--- config.mk ---
export PLATFORM = sky130hd
export DESIGN_NAME = tri_pixel_buffer_flat
export DESIGN_NICKNAME = d
export VERILOG_FILES = /design/src/rtl/tri_pixel_buffer_if.sv /design/src/rtl/tri_pixel_buffer.sv /design/src/flat_wrapper.sv
export SDC_FILE = /design/constraint.sdc
export NUM_CORES = 1
export LEC_CHECK = 0
export CORE_ASPECT_RATIO = 0.7
export CORE_UTILIZATION = 45
export DETAILED_ROUTE_END_ITERATION = 8
export GPL_TIMING_DRIVEN = 0
export PLACE_DENSITY = 0.67
export SETUP_SLACK_MARGIN = 0.15
export SYNTH_ARGS = -nofsm -noshare
export SYNTH_HDL_FRONTEND = slang
export SYNTH_SLANG_ARGS = --single-unit
--- constraint.sdc ---
create_clock -name clk -period 3.6 [get_ports clk]
set_input_delay 0.36 -clock clk [delete_from_list [all_inputs] [get_ports clk]]
set_output_delay 0.36 -clock clk [all_outputs]
set_load 0.03 [all_outputs]
--- src/rtl/tri_pixel_buffer_if.sv ---
// Pixel-stream and row-drain bundle between the rasterizer, tri_pixel_buffer and the display stage.
// The master side drives the pixel stream and out_ready; the slave side is the buffer.
interface tri_pixel_buffer_if;
  logic       busy_in;
  logic       po;
  logic [2:0] xi;
  logic [2:0] yi;
  logic       hold;
  logic       out_valid;
  logic       out_ready;
  logic [2:0] row_addr;
  logic [7:0] row_data;
  logic [6:0] pix_cnt;
  logic [3:0] dup_cnt;
  logic       frame_done;
  logic       drop_err;
  logic [2:0] xmin;
  logic [2:0] xmax;
  logic [2:0] ymin;
  logic [2:0] ymax;

  modport master (
    output busy_in, po, xi, yi, out_ready,
    input  hold, out_valid, row_addr, row_data, pix_cnt, dup_cnt,
           frame_done, drop_err, xmin, xmax, ymin, ymax
  );

  modport slave (
    input  busy_in, po, xi, yi, out_ready,
    output hold, out_valid, row_addr, row_data, pix_cnt, dup_cnt,
           frame_done, drop_err, xmin, xmax, ymin, ymax
  );
endinterface

--- src/rtl/tri_pixel_buffer.sv ---
// Captures one triangle's pixel stream into an 8x8 bitmap, then drains it row by row.
// Optional bounding-box tracking is built when TRI_BBOX_EN is defined; otherwise bbox ports read 0.
module tri_pixel_buffer (
  input logic              clk,
  input logic              reset,
  tri_pixel_buffer_if.slave bus
);
  // state   | meaning
  // IDLE    | results held, waiting for busy_in rising edge
  // COLLECT | capturing pixels while the rasterizer is busy
  // TAIL    | one extra capture cycle for the final pixel
  // DRAIN   | presenting rows 0..7 over valid/ready, hold raised
  typedef enum logic [1:0] {S_IDLE, S_COLLECT, S_TAIL, S_DRAIN} state_t;

  state_t          r_state, w_state_nxt;
  logic            r_busy_d;
  logic [7:0][7:0] r_bitmap;
  logic [6:0]      r_pix_cnt;
  logic [3:0]      r_dup_cnt;
  logic [2:0]      r_row_addr;
  logic            r_frame_done;
  logic            r_drop_err;

  logic            w_rise, w_fall, w_clear, w_cap, w_xfer, w_last, w_bit;
  logic [6:0]      w_pix_base;

  assign w_rise = bus.busy_in & ~r_busy_d;
  assign w_fall = ~bus.busy_in & r_busy_d;

  always_comb begin
    w_state_nxt = r_state;
    w_clear     = 1'b0;
    w_cap       = 1'b0;
    w_xfer      = 1'b0;
    case (r_state)
      S_IDLE: begin
        if (w_rise) begin
          w_clear     = 1'b1;
          w_cap       = bus.po;
          w_state_nxt = S_COLLECT;
        end
      end
      S_COLLECT: begin
        w_cap = bus.po;
        if (w_fall) w_state_nxt = S_TAIL;
      end
      S_TAIL: begin
        w_cap       = bus.po;
        w_state_nxt = S_DRAIN;
      end
      S_DRAIN: begin
        w_xfer = bus.out_ready;
        if (bus.out_ready && (r_row_addr == 3'd7)) w_state_nxt = S_IDLE;
      end
      default: w_state_nxt = S_IDLE;
    endcase
  end

  assign w_last = w_xfer && (r_row_addr == 3'd7);

  // A pixel in the frame-start cycle sees the bitmap and counters as already cleared.
  assign w_bit      = w_clear ? 1'b0 : r_bitmap[bus.yi][bus.xi];
  assign w_pix_base = w_clear ? 7'd0 : r_pix_cnt;

  always_ff @(posedge clk or posedge reset) begin
    if (reset) r_state <= S_IDLE;
    else       r_state <= w_state_nxt;
  end

  always_ff @(posedge clk or posedge reset) begin
    if (reset) begin
      r_busy_d     <= 1'b0;
      r_bitmap     <= '0;
      r_pix_cnt    <= '0;
      r_dup_cnt    <= '0;
      r_row_addr   <= '0;
      r_frame_done <= 1'b0;
      r_drop_err   <= 1'b0;
    end else begin
      r_busy_d     <= bus.busy_in;
      r_frame_done <= w_last;
      if (w_clear) begin
        r_bitmap  <= '0;
        r_pix_cnt <= '0;
        r_dup_cnt <= '0;
      end
      if (w_cap) begin
        if (!w_bit) begin
          r_bitmap[bus.yi][bus.xi] <= 1'b1;
          r_pix_cnt                <= w_pix_base + 7'd1;
        end else if (r_dup_cnt != 4'd15) begin
          r_dup_cnt <= r_dup_cnt + 4'd1;
        end
      end
      if (w_xfer) r_row_addr <= r_row_addr + 3'd1;
      if ((r_state == S_DRAIN) && bus.po) r_drop_err <= 1'b1;
    end
  end

  assign bus.hold       = (r_state == S_DRAIN);
  assign bus.out_valid  = (r_state == S_DRAIN);
  assign bus.row_addr   = r_row_addr;
  assign bus.row_data   = r_bitmap[r_row_addr];
  assign bus.pix_cnt    = r_pix_cnt;
  assign bus.dup_cnt    = r_dup_cnt;
  assign bus.frame_done = r_frame_done;
  assign bus.drop_err   = r_drop_err;

`ifdef TRI_BBOX_EN
  logic [2:0] r_xmin, r_xmax, r_ymin, r_ymax;
  logic [2:0] w_xmin_b, w_xmax_b, w_ymin_b, w_ymax_b;

  assign w_xmin_b = w_clear ? 3'd7 : r_xmin;
  assign w_xmax_b = w_clear ? 3'd0 : r_xmax;
  assign w_ymin_b = w_clear ? 3'd7 : r_ymin;
  assign w_ymax_b = w_clear ? 3'd0 : r_ymax;

  always_ff @(posedge clk or posedge reset) begin
    if (reset) begin
      r_xmin <= '0;
      r_xmax <= '0;
      r_ymin <= '0;
      r_ymax <= '0;
    end else if (w_clear || (w_cap && !w_bit)) begin
      r_xmin <= (w_cap && !w_bit && (bus.xi < w_xmin_b)) ? bus.xi : w_xmin_b;
      r_xmax <= (w_cap && !w_bit && (bus.xi > w_xmax_b)) ? bus.xi : w_xmax_b;
      r_ymin <= (w_cap && !w_bit && (bus.yi < w_ymin_b)) ? bus.yi : w_ymin_b;
      r_ymax <= (w_cap && !w_bit && (bus.yi > w_ymax_b)) ? bus.yi : w_ymax_b;
    end
  end

  assign bus.xmin = r_xmin;
  assign bus.xmax = r_xmax;
  assign bus.ymin = r_ymin;
  assign bus.ymax = r_ymax;
`else
  assign bus.xmin = '0;
  assign bus.xmax = '0;
  assign bus.ymin = '0;
  assign bus.ymax = '0;
`endif
endmodule

--- src/flat_wrapper.sv ---
// flat-port wrapper written by rule: the top's interface ports become plain ports
module tri_pixel_buffer_flat 
  (clk, reset, bus_busy_in, bus_po, bus_xi, bus_yi, bus_out_ready, bus_hold, bus_out_valid, bus_row_addr, bus_row_data, bus_pix_cnt, bus_dup_cnt, bus_frame_done, bus_drop_err, bus_xmin, bus_xmax, bus_ymin, bus_ymax);
  tri_pixel_buffer_if bus_i ();
  input logic clk;
  input logic reset;
  input wire logic [$bits(bus_i.busy_in)-1:0] bus_busy_in;
  input wire logic [$bits(bus_i.po)-1:0] bus_po;
  input wire logic [$bits(bus_i.xi)-1:0] bus_xi;
  input wire logic [$bits(bus_i.yi)-1:0] bus_yi;
  input wire logic [$bits(bus_i.out_ready)-1:0] bus_out_ready;
  output wire logic [$bits(bus_i.hold)-1:0] bus_hold;
  output wire logic [$bits(bus_i.out_valid)-1:0] bus_out_valid;
  output wire logic [$bits(bus_i.row_addr)-1:0] bus_row_addr;
  output wire logic [$bits(bus_i.row_data)-1:0] bus_row_data;
  output wire logic [$bits(bus_i.pix_cnt)-1:0] bus_pix_cnt;
  output wire logic [$bits(bus_i.dup_cnt)-1:0] bus_dup_cnt;
  output wire logic [$bits(bus_i.frame_done)-1:0] bus_frame_done;
  output wire logic [$bits(bus_i.drop_err)-1:0] bus_drop_err;
  output wire logic [$bits(bus_i.xmin)-1:0] bus_xmin;
  output wire logic [$bits(bus_i.xmax)-1:0] bus_xmax;
  output wire logic [$bits(bus_i.ymin)-1:0] bus_ymin;
  output wire logic [$bits(bus_i.ymax)-1:0] bus_ymax;
  assign bus_i.busy_in = bus_busy_in;
  assign bus_i.po = bus_po;
  assign bus_i.xi = bus_xi;
  assign bus_i.yi = bus_yi;
  assign bus_i.out_ready = bus_out_ready;
  assign bus_hold = bus_i.hold;
  assign bus_out_valid = bus_i.out_valid;
  assign bus_row_addr = bus_i.row_addr;
  assign bus_row_data = bus_i.row_data;
  assign bus_pix_cnt = bus_i.pix_cnt;
  assign bus_dup_cnt = bus_i.dup_cnt;
  assign bus_frame_done = bus_i.frame_done;
  assign bus_drop_err = bus_i.drop_err;
  assign bus_xmin = bus_i.xmin;
  assign bus_xmax = bus_i.xmax;
  assign bus_ymin = bus_i.ymin;
  assign bus_ymax = bus_i.ymax;
  tri_pixel_buffer u_core (.clk(clk), .reset(reset), .bus(bus_i));
endmodule
; ---- Yosys cells after proc, flatten, opt, wreduce, memory -nomap -nowiden
; Index checks and enable logic that the tools add are counted.
[classes]
n_lt_le_gt_ge = 5
reduce_logical = 8
n_mux = 30
addsub = 3
bitwise = 5
eq_ne = 8
[op_table]
columns = operator, count
row1 = $mux 64, 3
row2 = $or 64x64->64, 1
row3 = $bmux 8 s3, 2
row4 = $demux 8 s3, 1
row5 = $mux 8, 3
row6 = $mux 7, 3
row7 = $mux 4, 4
row8 = $lt 3x4->1 const B, 3
row9 = $pmux 2 s4, 1
row10 = $add 7x1->7 const B, 1
row11 = $mux 1, 7
row12 = $ge 3x1->1 const B, 2
row13 = $mux 2, 3
row14 = $ne 2x1->1 const B, 3
row15 = $logic_and 1x1->1, 5
row16 = $add 4x1->4 const B, 1
row17 = $eq 2x2->1 const B, 2
row18 = $ne 4x4->1 const B, 1
row19 = $add 3x1->3 const B, 1
row20 = $bmux 1 s3, 1
row21 = $demux 1 s3, 1
row22 = $eq 3x3->1 const B, 1
row23 = $reduce_and 3->1, 1
row24 = $and 1x1->1, 2
row25 = other kinds (5), 6
[totals]
out_inout_bits = 38
regBits = 83
wordCells = 74
in_bits = 11

; ---- Logic depth before layout (Yosys ltp)
; Gate-level depths: netlist (run 1).
[logic_depth]
ltp_word = 9
mapped_depth = 12
ltp_nobuf = 9

; ---- Worst setup path before layout (run 1)
; Ideal clock, no wire load.
[synth_timing]
path_type = flip-flop to output port
startpoint = reg u_core.r_row_addr[0], in the netlist u_core.bus.row_addr[0]
endpoint = out bus_row_data[0]
setup_slack_ns = 0.808
required_time_ns = 3.240
arrival_time_ns = 2.432
n_path_buf = 2
path_stages_with_launch = 5
path_cell_list = dfrtp_1 > clkbuf_1 > buf_1 > mux4_2 > mux2_2
[synth_via]
elab_chain_len = 2
[synth_lines]
columns = item, line
row1 = "start, declared", tri_pixel_buffer.sv:20  ; logic [2:0] r_row_addr;
row2 = "start signal, assigned", tri_pixel_buffer.sv:95  ; if (w_xfer) r_row_addr <= r_row_addr + 3'd1;
row3 = $bmux 8 s3, tri_pixel_buffer.sv:103  ; assign bus.row_data = r_bitmap[r_row_addr];
row4 = $mux 8 (not written as such), tri_pixel_buffer.sv:103
row5 = "end, declared", flat_wrapper.sv:15  ; output wire logic [$bits(bus_i.row_data)-1:0] bus_row_data;
; No other way between the ends. The select of a mux whose other input is x is not followed.

; ---- Final worst setup path (run 1)
[layout_timing]
startpoint = in bus_xi[0]
endpoint = reg u_core.r_bitmap[24] (netlist bit)
[layout_via]
elab_chain_len = 9
word_cells_on_any_way = 13
classes_between = 2 x order compare / 9 x mux / 1 x bitwise / 1 x reduce/logical
[layout_lines]
columns = item, line
row1 = "start, declared", flat_wrapper.sv:9  ; input wire logic [$bits(bus_i.xi)-1:0] bus_xi;
row2 = $lt 3x4->1 (not written as such) or $ge 3x1->1 (tied branches), tri_pixel_buffer.sv:89  ; r_bitmap[bus.yi][bus.xi] <= 1'b1;
row3 = $logic_and 1x1->1 (not written as such), tri_pixel_buffer.sv:89
row4 = $mux 1 (not written as such), tri_pixel_buffer.sv:89
row5 = $demux 1 s3, n/a
row6 = $mux 8 (not written as such), tri_pixel_buffer.sv:89
row7 = $demux 8 s3, n/a
row8 = $or 64x64->64 (no source line), n/a
row9 = $mux 64 (*), tri_pixel_buffer.sv:88  ; if (!w_bit) begin
row10 = $mux 64 (*), tri_pixel_buffer.sv:87  ; if (w_cap) begin
row11 = "end signal, assigned", tri_pixel_buffer.sv:73  ; r_bitmap <= '0;
row12 = "end signal, assigned", tri_pixel_buffer.sv:83  ; r_bitmap <= '0;
row13 = "end signal, assigned by index", tri_pixel_buffer.sv:89
row14 = "end, declared", tri_pixel_buffer.sv:17  ; logic [7:0][7:0] r_bitmap;
; Every way passes the cells marked *; elsewhere a longest branch is shown, timed or not. The select of a mux whose other input is x is not followed.
; A chain may end at the register's enable or synchronous reset.

==> results of run 1 <==
==> placed cells by master, fill, tap and decap left out, types with 6 or more instances in the layout <==
master,n
sky130_fd_sc_hd__conb_1,12
sky130_fd_sc_hd__nor2_1,16
sky130_fd_sc_hd__a221o_1,6
sky130_fd_sc_hd__a21oi_1,9
sky130_fd_sc_hd__o21ai_0,12
sky130_fd_sc_hd__mux4_2,18
sky130_fd_sc_hd__inv_1,7
sky130_fd_sc_hd__buf_2,7
sky130_fd_sc_hd__clkbuf_1,11
sky130_fd_sc_hd__ha_1,8
sky130_fd_sc_hd__mux2_2,14
sky130_fd_sc_hd__dfrtp_1,83
sky130_fd_sc_hd__a32o_1,64
sky130_fd_sc_hd__mux2i_1,11
sky130_fd_sc_hd__nand3_1,10
sky130_fd_sc_hd__clkdlybuf4s50_1,32
sky130_fd_sc_hd__clkbuf_16,9
sky130_fd_sc_hd__buf_4,18
sky130_fd_sc_hd__nand2_1,14
==> power breakdown <==
| group | switching, mW | internal [mW] |
|---|---|---|
| clock | 0.408 | 0.501 |
| sequential | 0.193 | 1.14 |
| combinational | 0.961 | 0.729 |
| total | 1.56 | 2.37 |
==> per-layer routing <==
| metal | track usage, % | share of wire (%) |
|---|---|---|
| met4 | 9.96 | 2.3 |
| met5 | 0 | 0 |
| met2 | 39.6 | 43 |
| met3 | 10.0 | 12 |
| met1 | 40.4 | 42 |
==> Yosys cell counts (all sizes together), types with 2 or more instances <==
library cell	instances
a21oi	9
a221o	6
a221oi	3
a22o	2
a311oi	5
a32o	64
and2	5
and3	4
and3b	2
buf	36
clkbuf	15
dfrtp	83
ha	8
inv	9
mux2	14
mux2i	11
mux4	18
nand2	14
nand2b	4
nand3	10
nand3b	3
nand4	5
nor2	16
nor2b	5
nor3	4
nor3b	4
o211a	2
o211ai	2
o21ai	12
o22ai	5
o31ai	3
or2	4
or3	4
or3b	2
or4	3
==> metrics by stage <==
stage          cell area [um2]  std cells
2_1_floorplan             4740        415
3_3_place_gp              5240        577
3_5_place_dp              5270        578
4_1_cts                   5590        594
5_1_grt                   5610        594
6_report                  5610        594
==> worst paths after layout <==
check | from | end | slack, ps
setup / recovery | bus_xi[0] | u_core.r_bitmap[24] | 300
hold / removal | reset | u_core.bus.dup_cnt[0] | 330
setup reg to reg | u_core.r_bitmap[57] | u_core.r_bitmap[24] | 600
hold reg to reg | u_core.bus.drop_err | u_core.bus.drop_err | 460
max in group asynchronous | reset | u_core.r_bitmap[20] | 2660
min in group clk | u_core.bus.drop_err | u_core.bus.drop_err | 460
==> registers in the layout, indices dropped and copies added, names as in the netlist <==
| register | flops |
|---|---|
| u_core.bus.frame_done | 1 |
| u_core.r_bitmap | 64 |
| u_core.bus.dup_cnt | 4 |
| u_core.r_busy_d | 1 |
| u_core.r_state | 2 |
| u_core.bus.row_addr | 3 |
| u_core.bus.pix_cnt | 7 |
| u_core.bus.drop_err | 1 |
==> critical path: stages <==
cell and delay, ps:
sky130_fd_sc_hd__clkdlybuf4s50_1 530, sky130_fd_sc_hd__nor2b_1 200, sky130_fd_sc_hd__and2_1 160, sky130_fd_sc_hd__buf_1 240, sky130_fd_sc_hd__a22o_1 240, sky130_fd_sc_hd__a221o_1 320, sky130_fd_sc_hd__or4_4 580, sky130_fd_sc_hd__a21oi_1 190
sky130_fd_sc_hd__buf_2 280, sky130_fd_sc_hd__clkbuf_4 290, sky130_fd_sc_hd__a32o_1 200
==> cells by family after synthesis <==
family | Yosys count
other cells | 1
flops | 83
fa+ha+maj | 8
buf+inv | 60
simple gates | 90
mux | 43
compound gates | 118
xor+xnor | 1
==> cell type report <==
cell class / instances / area (um2)
Fill cell: 879 / 4300
Multi-Input combinational cell: 272 / 2360
Clock buffer: 10 / 239
Clock inverter: 6 / 55.1
Timing Repair Buffer: 35 / 373
Tap cell: 128 / 160
Inverter: 9 / 36.3
Sequential cell: 83 / 2080
Buffer: 51 / 307
==> impl_metrics.prom, run 1 <==
# TYPE chip_impl_metric gauge
chip_impl_info{name="clockRootBuffer",value="sky130_fd_sc_hd__clkbuf_16"} 1
chip_impl_metric{name="wire_per_inst",unit="um"} 24.2
chip_impl_metric{name="vias",unit=""} 4022
chip_impl_metric{name="avgSynthCellArea",unit="um2"} 11.6
chip_impl_info{name="synth_ff_type",value="sky130_fd_sc_hd__dfrtp_1"} 1
chip_impl_metric{name="die_h",unit="um"} 87.5
chip_impl_metric{name="pin_count_of_the_biggest_net_entering_global_routing",unit=""} 60
chip_impl_info{name="synth_top_family_by_area",value="compound AO/OA/AOI/OAI gates"} 1
chip_impl_metric{name="tritoncts.num_buffers",unit=""} 9
chip_impl_metric{name="nNetsFinal",unit=""} 480
chip_impl_metric{name="grt_first_pass_wirelength",unit="um"} 21700
chip_impl_metric{name="worst_ep_required_time",unit="ps"} 3880
chip_impl_metric{name="timing.setup.tns",unit="ps"} 0
chip_impl_metric{name="power",unit="mW"} 3.93
chip_impl_metric{name="drt-pass1-iter-count",unit=""} 5
chip_impl_metric{name="worstRegToRegCells",unit=""} 9
chip_impl_metric{name="layout.core_utilization",unit="%"} 56.6
chip_impl_metric{name="route.final.wire_length",unit="um"} 14400
chip_impl_metric{name="floorplan.rows",unit=""} 30
chip_impl_metric{name="yosys.area_share.xor_xnor",unit="%"} 0.186
chip_impl_metric{name="clk-insertion-delay-late",unit="ps"} 350
chip_impl_metric{name="holdBufCountCts",unit=""} 0
chip_impl_metric{name="cts_max_path_buffers",unit=""} 2
chip_impl_metric{name="hold_violations",unit=""} 0
chip_impl_metric{name="core_area",unit="mm2"} 0.00991
chip_impl_metric{name="synth_area",unit="mm2"} 0.00470
chip_impl_metric{name="count_of_flip_flops_with_a_built_in_enable_after_synthesis",unit=""} 0
chip_impl_metric{name="cts_post_setup_buffers_inserted",unit=""} 0
chip_impl_metric{name="synthToLayoutAreaGrowth",unit="%"} 19.2
chip_impl_info{name="yosysTopAreaCell",value="sky130_fd_sc_hd__dfrtp_1"} 1
chip_impl_metric{name="clock_sink_count",unit=""} 83
chip_impl_metric{name="cts_repair_resize_count",unit=""} 14
chip_impl_info{name="netlist_top_cells_area",value="sky130_fd_sc_hd__dfrtp_1 44%, sky130_fd_sc_hd__a32o_1 14%, sky130_fd_sc_hd__mux4_2 8.6%"} 1
chip_impl_metric{name="n_antenna_cell",unit=""} 0
chip_impl_metric{name="whs",unit="ps"} 332
chip_impl_metric{name="detail-route-antenna-nets",unit=""} 0
chip_impl_metric{name="routabilityCongestion",unit=""} 0.929
chip_impl_metric{name="tightest_slew",unit="ps"} 1130
chip_impl_metric{name="synth_cell_types",unit=""} 49
chip_impl_info{name="crit_path_end_kind",value="flip-flop"} 1
chip_impl_metric{name="worst_slack",unit="ps"} 299
chip_impl_metric{name="floorplan.io_pins",unit=""} 49
chip_impl_metric{name="power_per_standard_cell_area",unit="mW/mm2"} 701
chip_impl_metric{name="period_minus_slack",unit="ps"} 3300
chip_impl_metric{name="cp_max_fo",unit=""} 10
chip_impl_info{name="critical_path_start_type",value="primary input"} 1
chip_impl_metric{name="cts-htree-levels",unit=""} 3
chip_impl_metric{name="grt.total_usage",unit="%"} 28.3
chip_impl_metric{name="cts.clk_slew.worst_paths",unit="ps"} 70
chip_impl_metric{name="drv_cap",unit=""} 0
chip_impl_info{name="worstHoldPathType",value="primary input to asynchronous set/reset pin"} 1
chip_impl_metric{name="drc",unit=""} 0
chip_impl_metric{name="finalMaxSlewViolations",unit=""} 0
chip_impl_metric{name="synth-seq-area-share",unit="%"} 44.2
chip_impl_info{name="unrepaired_setup_endpoints_after_global_routing",value="no"} 1
chip_impl_metric{name="slew_headroom",unit="%"} 24.4
chip_impl_metric{name="worst_clock_skew",unit="ps"} 8.91
chip_impl_metric{name="arrival",unit="ps"} 3580
chip_impl_metric{name="yosys.area_share.simple",unit="%"} 10.7
chip_impl_metric{name="fmax",unit="MHz"} 303
chip_impl_metric{name="port-buffer-count",unit=""} 34
chip_impl_metric{name="synthMuxAreaShare",unit="%"} 14.3
chip_impl_metric{name="final-setup-viol-count",unit=""} 0
chip_impl_metric{name="cellLeakagePower",unit="nW"} 2.40
chip_impl_metric{name="yosysWarnings",unit=""} 0
chip_impl_metric{name="dp_worst_setup_slack",unit="ps"} -413
chip_impl_metric{name="drive_gt1_share",unit="%"} 20.6
chip_impl_info{name="run_status",value="finished clean"} 1
chip_impl_metric{name="die_area",unit="mm2"} 0.0109
chip_impl_metric{name="detail_route.vias_per_cell",unit=""} 6.77
chip_impl_info{name="tritoncts_clock_tree",value="built"} 1
chip_impl_metric{name="yosys.area.top_type_share",unit="%"} 44.2
chip_impl_metric{name="final_min_period_over_clock_period",unit="%"} 91.7
chip_impl_metric{name="syn-instance-count",unit=""} 404
chip_impl_info{name="critical_path_class",value="primary input to flip-flop"} 1
chip_impl_metric{name="synth_area_in_compound_gates",unit="%"} 21.7
chip_impl_metric{name="die_width",unit="um"} 124
chip_impl_metric{name="initialDrtViolationCount",unit=""} 551
chip_impl_metric{name="ys_ff_latch",unit=""} 83
chip_impl_metric{name="globalRouteOverflowTotal",unit=""} 0
chip_impl_metric{name="post_synth_fa_ha_maj_area_fraction",unit="%"} 2.13
chip_impl_metric{name="power.ir.vdd_worst",unit="mV"} 0.275
chip_impl_metric{name="grt_pass1_vias",unit=""} 3772
chip_impl_metric{name="detailed_place_hpwl",unit="um"} 9850
chip_impl_metric{name="async_reset_ff_share",unit="%"} 100
chip_impl_metric{name="floorplan.initialDensity",unit="%"} 47.4
chip_impl_metric{name="initial_antenna_violation_count",unit=""} 0
Note: power is estimated with default switching activity, not from simulation.
==> run 2, diff against run 1 <==
Settings changed: SLEW_MARGIN set to 20.
==> run 2 against run 1 <==
  * Total power about the same
  * Sequential power barely moved
  * Clock skew is 1.8 ps lower
  * First-iteration DRC count is 3.4% lower
  * Clock power up 0.6%
  * Combinational power hardly changed
  * Cell count stayed put
  * Largest power group unchanged
==> impl_metrics.prom, run 2 (synthesized netlist as in run 1, its figures left out) <==
# TYPE chip_impl_metric gauge
chip_impl_metric{name="whs",unit="ps"} 336
chip_impl_metric{name="power.ir.vdd_worst",unit="mV"} 0.278
chip_impl_metric{name="grt.total_usage",unit="%"} 28.2
chip_impl_metric{name="fmax",unit="MHz"} 302
chip_impl_info{name="critical_path_start_type",value="primary input"} 1
chip_impl_metric{name="period_minus_slack",unit="ps"} 3310
chip_impl_metric{name="finalMaxSlewViolations",unit=""} 0
chip_impl_metric{name="detailed_place_hpwl",unit="um"} 9840
chip_impl_metric{name="final_area",unit="mm2"} 0.00560
chip_impl_info{name="worstHoldPathType",value="primary input to asynchronous set/reset pin"} 1
chip_impl_metric{name="cts_post_setup_buffers_inserted",unit=""} 0
chip_impl_metric{name="globalRouteOverflowTotal",unit=""} 0
chip_impl_metric{name="final-setup-viol-count",unit=""} 0
chip_impl_metric{name="vias",unit=""} 4018
chip_impl_metric{name="highest_cell_delay_on_the_worst_timing_path",unit="ps"} 580
chip_impl_metric{name="placedInstanceArea",unit="mm2"} 0.00527
chip_impl_metric{name="drt-pass1-iter-count",unit=""} 5
chip_impl_metric{name="worst_clock_skew",unit="ps"} 7.10
chip_impl_info{name="unrepaired_setup_endpoints_after_global_routing",value="no"} 1
chip_impl_info{name="critPathSlowestCell",value="sky130_fd_sc_hd__or4_4"} 1
chip_impl_info{name="clockRootBuffer",value="sky130_fd_sc_hd__clkbuf_16"} 1
chip_impl_metric{name="cts_max_path_buffers",unit=""} 2
chip_impl_metric{name="floorplan.rows",unit=""} 30
chip_impl_metric{name="die_width",unit="um"} 124
chip_impl_metric{name="clock_sink_count",unit=""} 83
chip_impl_metric{name="tritoncts.num_buffers",unit=""} 9
chip_impl_metric{name="floorplan.initialDensity",unit="%"} 47.4
chip_impl_metric{name="initialDrtViolationCount",unit=""} 532
chip_impl_info{name="top_register",value="u_core.r_bitmap"} 1
chip_impl_metric{name="drc",unit=""} 0
chip_impl_metric{name="floorplan.io_pins",unit=""} 49
chip_impl_metric{name="cp_max_fo",unit=""} 10
chip_impl_metric{name="grt_pass1_vias",unit=""} 3792
chip_impl_metric{name="hold_violations",unit=""} 0
chip_impl_info{name="mostFrequentLayoutCell",value="sky130_fd_sc_hd__dfrtp_1"} 1
chip_impl_metric{name="die_area",unit="mm2"} 0.0109
chip_impl_metric{name="die_h",unit="um"} 87.5
chip_impl_metric{name="arrival",unit="ps"} 3600
chip_impl_metric{name="pin_count_of_the_biggest_net_entering_global_routing",unit=""} 59
chip_impl_metric{name="routabilityCongestion",unit=""} 0.929
chip_impl_metric{name="max_ffs_per_register",unit=""} 64
chip_impl_metric{name="cellLeakagePower",unit="nW"} 2.40
chip_impl_metric{name="worst_ep_required_time",unit="ps"} 3880
chip_impl_metric{name="grt_first_pass_wirelength",unit="um"} 21700
chip_impl_info{name="crit_chain",value="clkdlybuf4s50_1 > nor2b_1 > and2_1 > buf_1 > a22o_1 > a221o_1 > or4_4 > a21oi_1 > buf_2 > buf_2 > a32o_1"} 1
chip_impl_metric{name="initial_antenna_violation_count",unit=""} 0
chip_impl_info{name="critical_path_class",value="primary input to flip-flop"} 1
chip_impl_metric{name="drv_cap",unit=""} 0
chip_impl_metric{name="detail-route-antenna-nets",unit=""} 0
chip_impl_metric{name="n_antenna_cell",unit=""} 0
chip_impl_metric{name="worstRegToRegCells",unit=""} 9
chip_impl_metric{name="synthToLayoutAreaGrowth",unit="%"} 19.2
chip_impl_metric{name="drive_gt1_share",unit="%"} 20.6
chip_impl_metric{name="slew_headroom",unit="%"} 24.9
chip_impl_metric{name="tightest_slew",unit="ps"} 1120
chip_impl_metric{name="power",unit="mW"} 3.93
chip_impl_info{name="critical_path.most_common_cell",value="sky130_fd_sc_hd__buf_2"} 1
chip_impl_metric{name="cts-htree-levels",unit=""} 3
chip_impl_metric{name="route.final.wire_length",unit="um"} 14300
chip_impl_metric{name="cts.clk_slew.worst_paths",unit="ps"} 70
chip_impl_metric{name="clk-insertion-delay-late",unit="ps"} 350
chip_impl_info{name="crit_path_end_kind",value="flip-flop"} 1
chip_impl_metric{name="core_area",unit="mm2"} 0.00991
chip_impl_metric{name="final_layout_fill_cell_count",unit=""} 875
chip_impl_metric{name="detail_route.vias_per_cell",unit=""} 6.76
chip_impl_metric{name="nNetsFinal",unit=""} 480
chip_impl_info{name="layout_common_cells",value="83 x sky130_fd_sc_hd__dfrtp_1, 64 x sky130_fd_sc_hd__a32o_1, 32 x sky130_fd_sc_hd__clkdlybuf4s50_1, 18 x sky130_fd_sc_hd__mux4_2, 16 x sky130_fd_sc_hd__nor2_1"} 1
chip_impl_metric{name="port-buffer-count",unit=""} 34
chip_impl_metric{name="wire_per_inst",unit="um"} 24.1
chip_impl_metric{name="power_per_standard_cell_area",unit="mW/mm2"} 701
chip_impl_metric{name="final_min_period_over_clock_period",unit="%"} 92.0
chip_impl_info{name="tritoncts_clock_tree",value="built"} 1
chip_impl_info{name="run_status",value="finished clean"} 1
chip_impl_metric{name="reg2reg_slack",unit="ps"} 540
chip_impl_metric{name="layout.core_utilization",unit="%"} 56.5
==> run 2: cell count changes in the layout (fill, tap and decap cells not counted) <==
| cell | before | now |
|---|---|---|
| sky130_fd_sc_hd__buf_4 | 18 | 15 |
| sky130_fd_sc_hd__buf_2 | 7 | 8 |
| sky130_fd_sc_hd__clkbuf_4 | 3 | 5 |
==> run 2: worst max-delay path, delay by kind of cell <==
kind	cells	cell delay, ps
AOI/OAI and AO/OA	4	970
buffers and inverters	4	1350
and+or+nand+nor	3	930
==> run 2: report_power, final <==
| part | switching [mW] | internal [mW] | leakage, nW |
|---|---|---|---|
| logic | 0.957 | 0.724 | 1.13 |
| registers | 0.193 | 1.14 | 1.12 |
| clock network | 0.413 | 0.501 | 0.146 |
| total | 1.56 | 2.36 | 2.40 |
==> run 2: worst paths after layout <==
check	startpoint	end
max	bus_xi[0]	u_core.r_bitmap[14]
min	reset	u_core.bus.dup_cnt[3]
max reg2reg	u_core.r_bitmap[39]	u_core.r_bitmap[14]
min reg2reg	u_core.bus.drop_err	u_core.bus.drop_err
max in group asynchronous	reset	u_core.r_bitmap[31]
min in group clk	u_core.bus.drop_err	u_core.bus.drop_err
==> run 2: through the flow <==
| step | std cells | setup TNS, ps | worst slack, ps |
|---|---|---|---|
| floorplan | 415 | 0 | 808 |
| global placement | 577 | -37460 | -334 |
| detailed placement | 578 | -14420 | -419 |
| CTS | 594 | 0 | 148 |
| global route | 594 | 0 | 178 |
| finish | 594 | 0 | 287 |
==> run 2: layout make-up <==
class / count / area (um2) / area share [%]
Multi-Input combinational cell: 272 / 2360 / 42.1
Timing Repair Buffer: 35 / 373 / 6.65
Buffer: 51 / 304 / 5.43
Inverter: 9 / 36.3 / 0.648
Clock inverter: 6 / 55.1 / 0.983
Clock buffer: 10 / 239 / 4.27
Tap cell: 128 / 160 / 2.86
Sequential cell: 83 / 2080 / 37.1
==> run 2: timing repair <==
action | in CTS | in global routing
endpoints found under the hold margin | 0 | 0
setup endpoints to repair | 62 | 58
hold buffers | 0 | 0
gates resized for setup | 11 | 9
==> run 2: metal layers <==
metal / track usage (%) / up-vias / wire, um
met4: 10.4 / 0 / 337
met1: 40.1 / 2033 / 6160
met2: 39.8 / 251 / 6200
met5: 0 / - / 0
met3: 9.75 / 31 / 1600
li1: - / 1703 / -
